[config.mk]
export PLATFORM = sky130hd
export DESIGN_NAME = intt_sched_ctrl
export DESIGN_NICKNAME = d
export VERILOG_FILES = /design/src/rtl/intt_pkg.sv /design/src/rtl/intt_bfly_addr_gen.sv /design/src/rtl/intt_sched_ctrl.sv
export SDC_FILE = /design/constraint.sdc
export NUM_CORES = 1
export LEC_CHECK = 0
export ABC_AREA = 1
export CAP_MARGIN = 30
export CORE_ASPECT_RATIO = 0.9
export CORE_MARGIN = 1
export CORE_UTILIZATION = 50
export DETAILED_ROUTE_END_ITERATION = 12
export PLACE_DENSITY_LB_ADDON = 0.05
export SYNTH_ARGS = -nofsm -noshare
export SYNTH_HDL_FRONTEND = slang
export SYNTH_SLANG_ARGS = --single-unit
[constraint.sdc]
create_clock -name clk -period 3.35 [get_ports clk]
set_input_delay 0.5025 -clock clk [delete_from_list [all_inputs] [get_ports clk]]
set_output_delay 0.5025 -clock clk [all_outputs]
set_load 0.05 [all_outputs]
[src/rtl/intt_pkg.sv]
// Shared definitions for the inverse-NTT scheduler family.
// Holds FSM state encodings, default transform size and modulus constants.
package intt_pkg;

  // Scheduler states; SCALE is only reachable when INTT_SCALE_EN is defined.
  typedef enum logic [2:0] {
    IDLE  = 3'd0,
    BFLY  = 3'd1,
    DRAIN = 3'd2,
    SCALE = 3'd3,
    FIN   = 3'd4
  } state_t;

  localparam int LOG_N_DEF = 3;
  localparam int Q         = 257;
  // n^-1 mod q for N=8, q=257: 8 * 225 = 1800 = 7*257 + 1.
  localparam int N_INV     = 225;

  // Bits needed to hold a stage index 0..log_n-1.
  function automatic int s_width(input int log_n);
    return (log_n > 2) ? $clog2(log_n) : 1;
  endfunction

endpackage

[src/rtl/intt_bfly_addr_gen.sv]
// Combinational Gentleman-Sande butterfly address generator.
// For stage s and butterfly k: t = 2^s, h = N >> (s+1), i = k >> s,
// j = (i << (s+1)) + (k & (t-1)); a = j, b = j+t, tw = h+i.
// Shared with the forward-NTT scheduler.
module intt_bfly_addr_gen
  import intt_pkg::*;
#(
  parameter int LOG_N = LOG_N_DEF,
  localparam int SW   = s_width(LOG_N)
) (
  input  logic [SW-1:0]    s,
  input  logic [LOG_N-2:0] k,
  output logic [LOG_N-1:0] bf_addr_a,
  output logic [LOG_N-1:0] bf_addr_b,
  output logic [LOG_N-1:0] tw_addr
);

  logic [LOG_N-1:0] kx;
  logic [LOG_N-1:0] t;
  logic [LOG_N-1:0] h;
  logic [LOG_N-1:0] i;
  logic [LOG_N-1:0] lo;
  logic [LOG_N-1:0] j;
  logic [SW-1:0]    hsh;

  // Address arithmetic; h is formed as 1 << (LOG_N-1-s) to stay within LOG_N bits.
  always_comb begin
    kx        = {1'b0, k};
    t         = LOG_N'(1) << s;
    hsh       = SW'(LOG_N - 1) - s;
    h         = LOG_N'(1) << hsh;
    i         = kx >> s;
    lo        = kx & (t - LOG_N'(1));
    j         = ((i << s) << 1) + lo;
    bf_addr_a = j;
    bf_addr_b = j + t;
    tw_addr   = h + i;
  end

endmodule

[src/rtl/intt_sched_ctrl.sv]
// In-place Gentleman-Sande inverse-NTT scheduler.
// Issues one butterfly address triple per handshake, drains the datapath
// for BF_LAT cycles between stages, then pulses done.
// Optional macro INTT_SCALE_EN adds a SCALE pass issuing addresses 0..N-1
// for the n^-1 multiply, followed by one more drain.
module intt_sched_ctrl
  import intt_pkg::*;
#(
  parameter int LOG_N  = LOG_N_DEF,
  parameter int BF_LAT = 4
) (
  input  logic             clk,
  input  logic             rst,
  input  logic             start,
  output logic             busy,
  output logic             done,
  output logic             bf_valid,
  input  logic             bf_ready,
  output logic [LOG_N-1:0] bf_addr_a,
  output logic [LOG_N-1:0] bf_addr_b,
  output logic [LOG_N-1:0] tw_addr,
`ifdef INTT_SCALE_EN
  output logic             sc_valid,
  input  logic             sc_ready,
  output logic [LOG_N-1:0] sc_addr,
`endif
  output logic             bf_last
);

  localparam int SW = s_width(LOG_N);
  localparam int KW = LOG_N - 1;
  localparam logic [SW-1:0] S_LAST = SW'(LOG_N - 1);
  localparam logic [KW-1:0] K_LAST = '1;
  localparam logic [3:0]    D_LAST = 4'(BF_LAT - 1);

  state_t           state;
  state_t           state_nx;
  logic [SW-1:0]    s;
  logic [KW-1:0]    k;
  logic [3:0]       dcnt;
  logic             bf_hs;
  logic [LOG_N-1:0] gen_a;
  logic [LOG_N-1:0] gen_b;
  logic [LOG_N-1:0] gen_tw;

`ifdef INTT_SCALE_EN
  localparam logic [LOG_N-1:0] SC_LAST = '1;
  logic [LOG_N-1:0] sc_cnt;
  logic             sc_done;
  logic             sc_hs;
  assign sc_hs = (state == SCALE) & sc_ready;
`endif

  assign bf_hs = (state == BFLY) & bf_ready;

  intt_bfly_addr_gen #(
    .LOG_N (LOG_N)
  ) u_addr_gen (
    .s         (s),
    .k         (k),
    .bf_addr_a (gen_a),
    .bf_addr_b (gen_b),
    .tw_addr   (gen_tw)
  );

  // State register; reset aborts any transform in flight.
  always_ff @(posedge clk or posedge rst) begin
    if (rst) state <= IDLE;
    else     state <= state_nx;
  end

  // Stage, butterfly, drain (and scale) counters.
  always_ff @(posedge clk or posedge rst) begin
    if (rst) begin
      s    <= '0;
      k    <= '0;
      dcnt <= '0;
`ifdef INTT_SCALE_EN
      sc_cnt  <= '0;
      sc_done <= 1'b0;
`endif
    end else begin
      case (state)
        IDLE: begin
          if (start) begin
            s    <= '0;
            k    <= '0;
            dcnt <= '0;
          end
        end
        BFLY: begin
          if (bf_hs) begin
            if (k == K_LAST) k <= '0;
            else             k <= k + 1'b1;
          end
        end
        DRAIN: begin
          if (dcnt == D_LAST) begin
            dcnt <= '0;
            if (s != S_LAST) s <= s + 1'b1;
          end else begin
            dcnt <= dcnt + 1'b1;
          end
        end
`ifdef INTT_SCALE_EN
        SCALE: begin
          if (sc_hs) begin
            if (sc_cnt == SC_LAST) begin
              sc_cnt  <= '0;
              sc_done <= 1'b1;
            end else begin
              sc_cnt <= sc_cnt + 1'b1;
            end
          end
        end
`endif
        FIN: begin
          s <= '0;
`ifdef INTT_SCALE_EN
          sc_done <= 1'b0;
`endif
        end
        default: ;
      endcase
    end
  end

  // Next-state and outputs; addresses are forced to 0 whenever not issuing.
  always_comb begin
    state_nx  = state;
    busy      = (state != IDLE);
    done      = (state == FIN);
    bf_valid  = (state == BFLY);
    bf_addr_a = '0;
    bf_addr_b = '0;
    tw_addr   = '0;
    bf_last   = 1'b0;
`ifdef INTT_SCALE_EN
    sc_valid  = (state == SCALE);
    sc_addr   = (state == SCALE) ? sc_cnt : '0;
`endif
    if (state == BFLY) begin
      bf_addr_a = gen_a;
      bf_addr_b = gen_b;
      tw_addr   = gen_tw;
      bf_last   = (s == S_LAST) && (k == K_LAST);
    end
    case (state)
      IDLE:  if (start) state_nx = BFLY;
      BFLY:  if (bf_hs && (k == K_LAST)) state_nx = DRAIN;
      DRAIN: begin
        if (dcnt == D_LAST) begin
          if (s != S_LAST) state_nx = BFLY;
`ifdef INTT_SCALE_EN
          else if (!sc_done) state_nx = SCALE;
`endif
          else state_nx = FIN;
        end
      end
`ifdef INTT_SCALE_EN
      SCALE: if (sc_hs && (sc_cnt == SC_LAST)) state_nx = DRAIN;
`endif
      FIN:     state_nx = IDLE;
      default: state_nx = IDLE;
    endcase
  end

endmodule

======== Word level (Yosys, flattened, before mapping) ========
Cells that the tools add are included.
word-level totals
  memory bits (read-only) ................. 0
  RAM bits ................................ 0
  output and inout port bits .............. 13
  word-level logic and storage cells ...... 60
  memories ................................ 0
  flip-flop bits (word level) ............. 11
  bits in latches ......................... 0
  bits of input ports ..................... 4
cells by class
  eq/ne operators ......................... 12
  bitwise operators ....................... 2
  add/sub/neg operators ................... 8
  $lt $le $gt $ge ......................... 0
  reductions and logical operators ........ 11
  multipliers ............................. 0
  divide/modulo/power cells ............... 0
  mux-type cells .......................... 19
  shifts and indexed selects .............. 4
operators with widths
  operator                                                                  count
  3-bit 2-to-1 mux                                                          7
  2-bit 2-to-1 mux                                                          5
  3-bit adder                                                               3
  3-bit one-hot mux with 3 select lines                                     1
  4-bit 2-to-1 mux                                                          2
  2-bit inequality test (second input constant)                             4
  4-bit one-hot mux with 2 select lines                                     1
  2-bit one-hot mux with 3 select lines                                     1
  3-bit AND reduction                                                       2
  3-bit nonzero test                                                        2
  1-bit by 2-bit left shift with 3-bit output (first input constant)        2
  2-bit by 1-bit adder with 2-bit output (second input constant)            2
  4-bit by 1-bit adder with 4-bit output (second input constant)            1
  2-bit equality test (second input constant)                               2
  4-bit by 2-bit equality test with 1-bit output (second input constant)    1
  2-bit by 1-bit inequality test with 1-bit output (second input constant)  2
  2-bit one-hot mux with 2 select lines                                     1
  4-bit AND reduction                                                       1
  2-bit nonzero test                                                        2
  2-bit by 3-bit bitwise AND with 3-bit output                              1
  3-bit by 1-bit equality test with 1-bit output (second input constant)    1
  3-bit by 2-bit equality test with 1-bit output (second input constant)    1
  3-bit equality test (second input constant)                               1
  3-bit zero test                                                           1
  other kinds (8)                                                           9

======== Logic depth before layout (Yosys ltp) ========
  word-level depth ........................ 6
  gate-level depth with buffers ........... 11
  gate-level depth less buffers ........... 11

======== Hierarchy ========
From an unflattened synthesis, not the netlist that was laid out.
second synthesis, totals
  cell total of the unflattened synthesis .. 137
  area, all modules ....................... 938.4 um^2
by module, submodules not included
  module              cells each  seq. area each (um^2)  times used  area an instance (um^2)
  intt_sched_ctrl     101         275.3                  1           740.7
  intt_bfly_addr_gen  36          0.0                    1           197.7

======== Worst setup path before layout ========
No wires, ideal clock.
  kind .................................... register to output
  start point ............................. register s[0]
  end point ............................... output port bf_addr_b[2]
  slack ................................... 260 ps
  path buffers ............................ 0
  data arrival time ....................... 2588 ps
  data required time ...................... 2847 ps
  cell stages (with the launch flop) ...... 12
  cell sequence ........................... dfrtp_1 > inv_1 > ha_1 > inv_1 > o21ai_0 > a21oi_1 > ha_1 > fa_1 > xor2_1 > nand2_1 > nand2_1 > nor2_1
between the ends
  longest elaborated chain between the ends .. 6
  elaborated cells on any way between the ends .. 8
  those cells by class .................... 3 x add/sub; 3 x shift; 1 x mux; 1 x bitwise
ends and longest elaborated chain
  item                                          line                      RTL
  start, declared                               intt_sched_ctrl.sv:38     logic [SW-1:0] s;
  start signal, assigned                        intt_sched_ctrl.sv:100    if (s != S_LAST) s <= s + 1'b1;
  1-bit by 2-bit left shift with 3-bit output   intt_bfly_addr_gen.sv:29  t = LOG_N'(1) << s;
  3-bit by 1-bit subtractor with 3-bit output   intt_bfly_addr_gen.sv:33  lo = kx & (t - LOG_N'(1));
  2-bit by 3-bit bitwise AND with 3-bit output  intt_bfly_addr_gen.sv:33
  3-bit adder                                   intt_bfly_addr_gen.sv:34  j = ((i << s) << 1) + lo;
  3-bit adder *                                 intt_bfly_addr_gen.sv:36  bf_addr_b = j + t;
  3-bit 2-to-1 mux *                            intt_sched_ctrl.sv:142    if (state == BFLY) begin
  end, declared                                 intt_sched_ctrl.sv:20     output logic [LOG_N-1:0] bf_addr_b,
Mark *: on every way between the ends. The rest lies on a longest branch, timed or not.

======== Worst setup path in the final report ========
Same ends and word-level chain as after synthesis.

==> results_tabular.tex <==
\begin{tabular}{lr}
\hline
Metric & Value \\
\hline
\multicolumn{2}{l}{\textbf{Run status}} \\
Run status & completed \\
\multicolumn{2}{l}{\textbf{CTS}} \\
Number of H-tree branching levels & 1 \\
Num Clock Sinks & 11 \\
Clock buffer count from CTS & 3 \\
Worst-skew pair later-pin latency & 0.27 ns \\
Clock Root Buffer & sky130\_fd\_sc\_hd\_\_clkbuf\_4 \\
Clock buffer depth & 2 \\
Cts hold-fix bufs & 0 \\
TritonCTS clock tree & done \\
Clock edge transition at the registers on the reported setup and hold paths & 0.07 ns \\
\multicolumn{2}{l}{\textbf{Critical path}} \\
Worst Setup Path Type & flop to primary output \\
Critical path launch point type & flop \\
Reg2reg path depth & 8 \\
Setup slack of the worst register-to-register path & 1.89 ns \\
Nature of the critical path endpoint & primary output \\
Arrival time at the worst endpoint & 2.61 ns \\
Endpoint of the most critical register-to-register path & s[0]\$\_DFFE\_PP0P\_ \\
Worst EP required & 2.85 ns \\
Highest fanout seen on the critical path & 6 \\
Reg2Reg Launch Point & s[0]\$\_DFFE\_PP0P\_ \\
\multicolumn{2}{l}{\textbf{STA}} \\
RSZ-0062 raised after global routing & no \\
Worst-case hold slack & 0.509 ns \\
Final period util & 0.928 \\
Final hold violation count & 0 \\
TNS Setup & 0 ns \\
Worst Max-Slew Pin Slew & 0.501 ns \\
Count of final max-slew check failures & 0 \\
Final setup skew & 0.0115 ns \\
Relative max-transition margin & 0.665 \\
Timing-limited maximum frequency & 0.322 GHz \\
Final min period & 3.11 ns \\
Setup-violating endpoint count in the final report & 0 \\
\multicolumn{2}{l}{\textbf{Drt}} \\
Detailed-router iteration count before antenna repair & 4 \\
DRC errors left & 0 \\
Count of nets left with antenna violations after detail routing & 0 \\
Wire length per cell after detailed routing & 10.3 um \\
First DRT Iteration DRCs & 13 \\
Vias after detailed routing & 797 \\
Post-Route WL & 1670 um \\
Post-detailed-route via-to-cell ratio & 4.92 \\
\multicolumn{2}{l}{\textbf{Yosys}} \\
Net Count, Synth & 132 \\
Asr flop ratio synth & 1.00 \\
Synth Instances & 118 \\
Most frequent cells after synthesis & sky130\_fd\_sc\_hd\_\_nand2\_1, sky130\_fd\_sc\_hd\_\_inv\_1, sky130\_fd\_sc\_hd\_\_nor2\_1, sky130\_fd\_sc\_hd\_\_dfrtp\_1, sky130\_fd\_sc\_hd\_\_ha\_1 \\
Synth unique cells & 25 \\
Seq/Total Area, Yosys & 0.306 \\
Number of synthesized flops with an enable pin & 0 \\
Post-Syn Area per Cell & 7.62 um\^{}2 \\
Yosys top cell by area & sky130\_fd\_sc\_hd\_\_dfrtp\_1 \\
Share of the synthesized area in the top cell type & 0.306 \\
Leading cell type by number of instances after synthesis & sky130\_fd\_sc\_hd\_\_nand2\_1 \\
Biggest area contributors in the synthesized netlist & sky130\_fd\_sc\_hd\_\_dfrtp\_1, sky130\_fd\_sc\_hd\_\_ha\_1, sky130\_fd\_sc\_hd\_\_nand2\_1 \\
Yosys reg bits & 11 \\
Total standard cell area after synthesis & 900 um\^{}2 \\
Total of warnings raised by yosys & 0 \\
Main flop type after synthesis & sky130\_fd\_sc\_hd\_\_dfrtp\_1 \\
\multicolumn{2}{l}{\textbf{Global route}} \\
Pin count of the biggest net entering global routing & 12 \\
Number of antenna violations at the first check in global routing & 0 \\
Via count of the first global-routing pass & 688 \\
Tot GR Track Use & 0.198 \\
First-pass GRT wire length & 2800 um \\
Remaining Overflow, GRT & 0 \\
\multicolumn{2}{l}{\textbf{Pwr}} \\
Max IR drop VDD & 453 uV \\
Total leakage power & 0.573 nW \\
Pwr dens & 845 mW/mm\^{}2 \\
\multicolumn{2}{l}{\textbf{Placed design}} \\
Detailed-placement wirelength estimate & 1380 um \\
Final Wtd Congestion & 0.816 \\
Number of I/O port buffers & 16 \\
\multicolumn{2}{l}{\textbf{Floorplanning}} \\
Core area & 0.00168 mm\^{}2 \\
Effective utilization at floorplan & 0.535 \\
I/O pins & 17 \\
Horizontal extent of the die & 46.7 um \\
Die span in y & 42.2 um \\
Total Die Area & 0.00197 mm\^{}2 \\
\# rows & 14 \\
\multicolumn{2}{l}{\textbf{Finish}} \\
Area growth from synthesis to layout & 26.6\% \\
NumNets Final & 153 \\
Share of layout cells above drive strength 1 & 0.174 \\
ANT cells & 0 \\
\multicolumn{2}{l}{\textbf{Hold path}} \\
Tightest Hold Check Type & input port to asynchronous set/reset pin \\
\multicolumn{2}{l}{\textbf{Run}} \\
Total of max-cap violations & 0 \\
\hline
\end{tabular}
-- what timing repair did --
action / 4_1_cts / 5_1_grt
setup endpoints to repair: 0 / 2
buffers inserted: 0 / 0
resized for setup: 0 / 3
-- registers in the layout, indices dropped and copies added, names as in the netlist --
register and flops:
state 3, s 2, k 2, dcnt 4
-- kinds of logic after synthesis --
family                     Yosys count  synth area share
AOI/OAI and AO/OA                   12            0.0807
buffers and inverters               18            0.0779
other                                1           0.00417
DFF                                 11             0.306
xor gates and xnor gates             5            0.0487
and+or+nand+nor                     61             0.335
adders and majority gates           10             0.147
-- worst max-delay path by stage --
stage | depth (start not counted) | end | startpoint
floorplan | 11 | bf_addr_b[2] | s[0]$_DFFE_PP0P_
global placement | 11 | bf_addr_b[2] | s[1]$_DFFE_PP0P_
detailed placement | 11 | bf_addr_b[2] | s[1]$_DFFE_PP0P_
CTS | 11 | bf_addr_b[2] | s[1]$_DFFE_PP0P_
global route | 12 | bf_addr_b[2] | s[0]$_DFFE_PP0P_
finish | 12 | bf_addr_b[2] | s[0]$_DFFE_PP0P_
-- area by class of cell --
class,instances,area (um^2)
Sequential cell,11,275
Timing Repair Buffer,16,180
Tap cell,24,30.0
Clock buffer,4,26.3
Multi-Input combinational cell,89,557
Inverter,18,70.1
Fill cell,143,543
-- power by group --
part | switching [W] | internal, W
sequential | 0.0000341 | 0.000157
clock | 0.0000438 | 0.0000461
combinational | 0.000443 | 0.000239
total | 0.000521 | 0.000442
-- worst max-delay path, cell delays in order, from the launching register on --
cell and delay (ns):
sky130_fd_sc_hd__dfrtp_1 0.44, sky130_fd_sc_hd__inv_2 0.09, sky130_fd_sc_hd__ha_1 0.22, sky130_fd_sc_hd__inv_1 0.08
sky130_fd_sc_hd__o21ai_0 0.07, sky130_fd_sc_hd__a21oi_1 0.13, sky130_fd_sc_hd__ha_1 0.28, sky130_fd_sc_hd__fa_1 0.41
sky130_fd_sc_hd__xor2_1 0.18, sky130_fd_sc_hd__nand2_1 0.07, sky130_fd_sc_hd__nand2_1 0.04, sky130_fd_sc_hd__nor2_1 0.16
sky130_fd_sc_hd__buf_12 0.16
-- layout by cell type, fill, tap and decap left out, drive strengths merged, types with 2 or more instances in the layout --
master and n:
nor2 15, inv 18, nor3 3, clkdlybuf4s50 14, a21oi 5, nand2 31
ha 9, nand4 2, nand3 8, clkbuf 4, dfrtp 11, xor2 4
o21ai 6, buf 2
-- metrics by stage --
stage / instances / instance area, um^2 / setup WS, ns / total power (W) / utilization
2_1_floorplan: 118 / 900 / 0.260 / 0.000660 / -
3_3_place_gp: 158 / 1110 / 0.466 / 0.000871 / 0.660
3_5_place_dp: 158 / 1110 / 0.441 / 0.000878 / 0.660
4_1_cts: 162 / 1140 / 0.144 / 0.000971 / 0.676
5_1_grt: 162 / 1140 / 0.0143 / 0.00103 / 0.677
6_report: 162 / 1140 / 0.242 / 0.000963 / 0.677
-- per-layer routing --
metal | global-route usage | up-vias | share of wire | wire (um)
li1 | - | 417 | - | -
met1 | 0.285 | 362 | 0.49 | 811
met2 | 0.292 | 18 | 0.46 | 776
met3 | 0.0647 | 0 | 0.051 | 85
met4 | 0.0343 | 0 | 0 | 0
met5 | 0 | - | 0 | 0
Power figures use the tool's default switching activity.
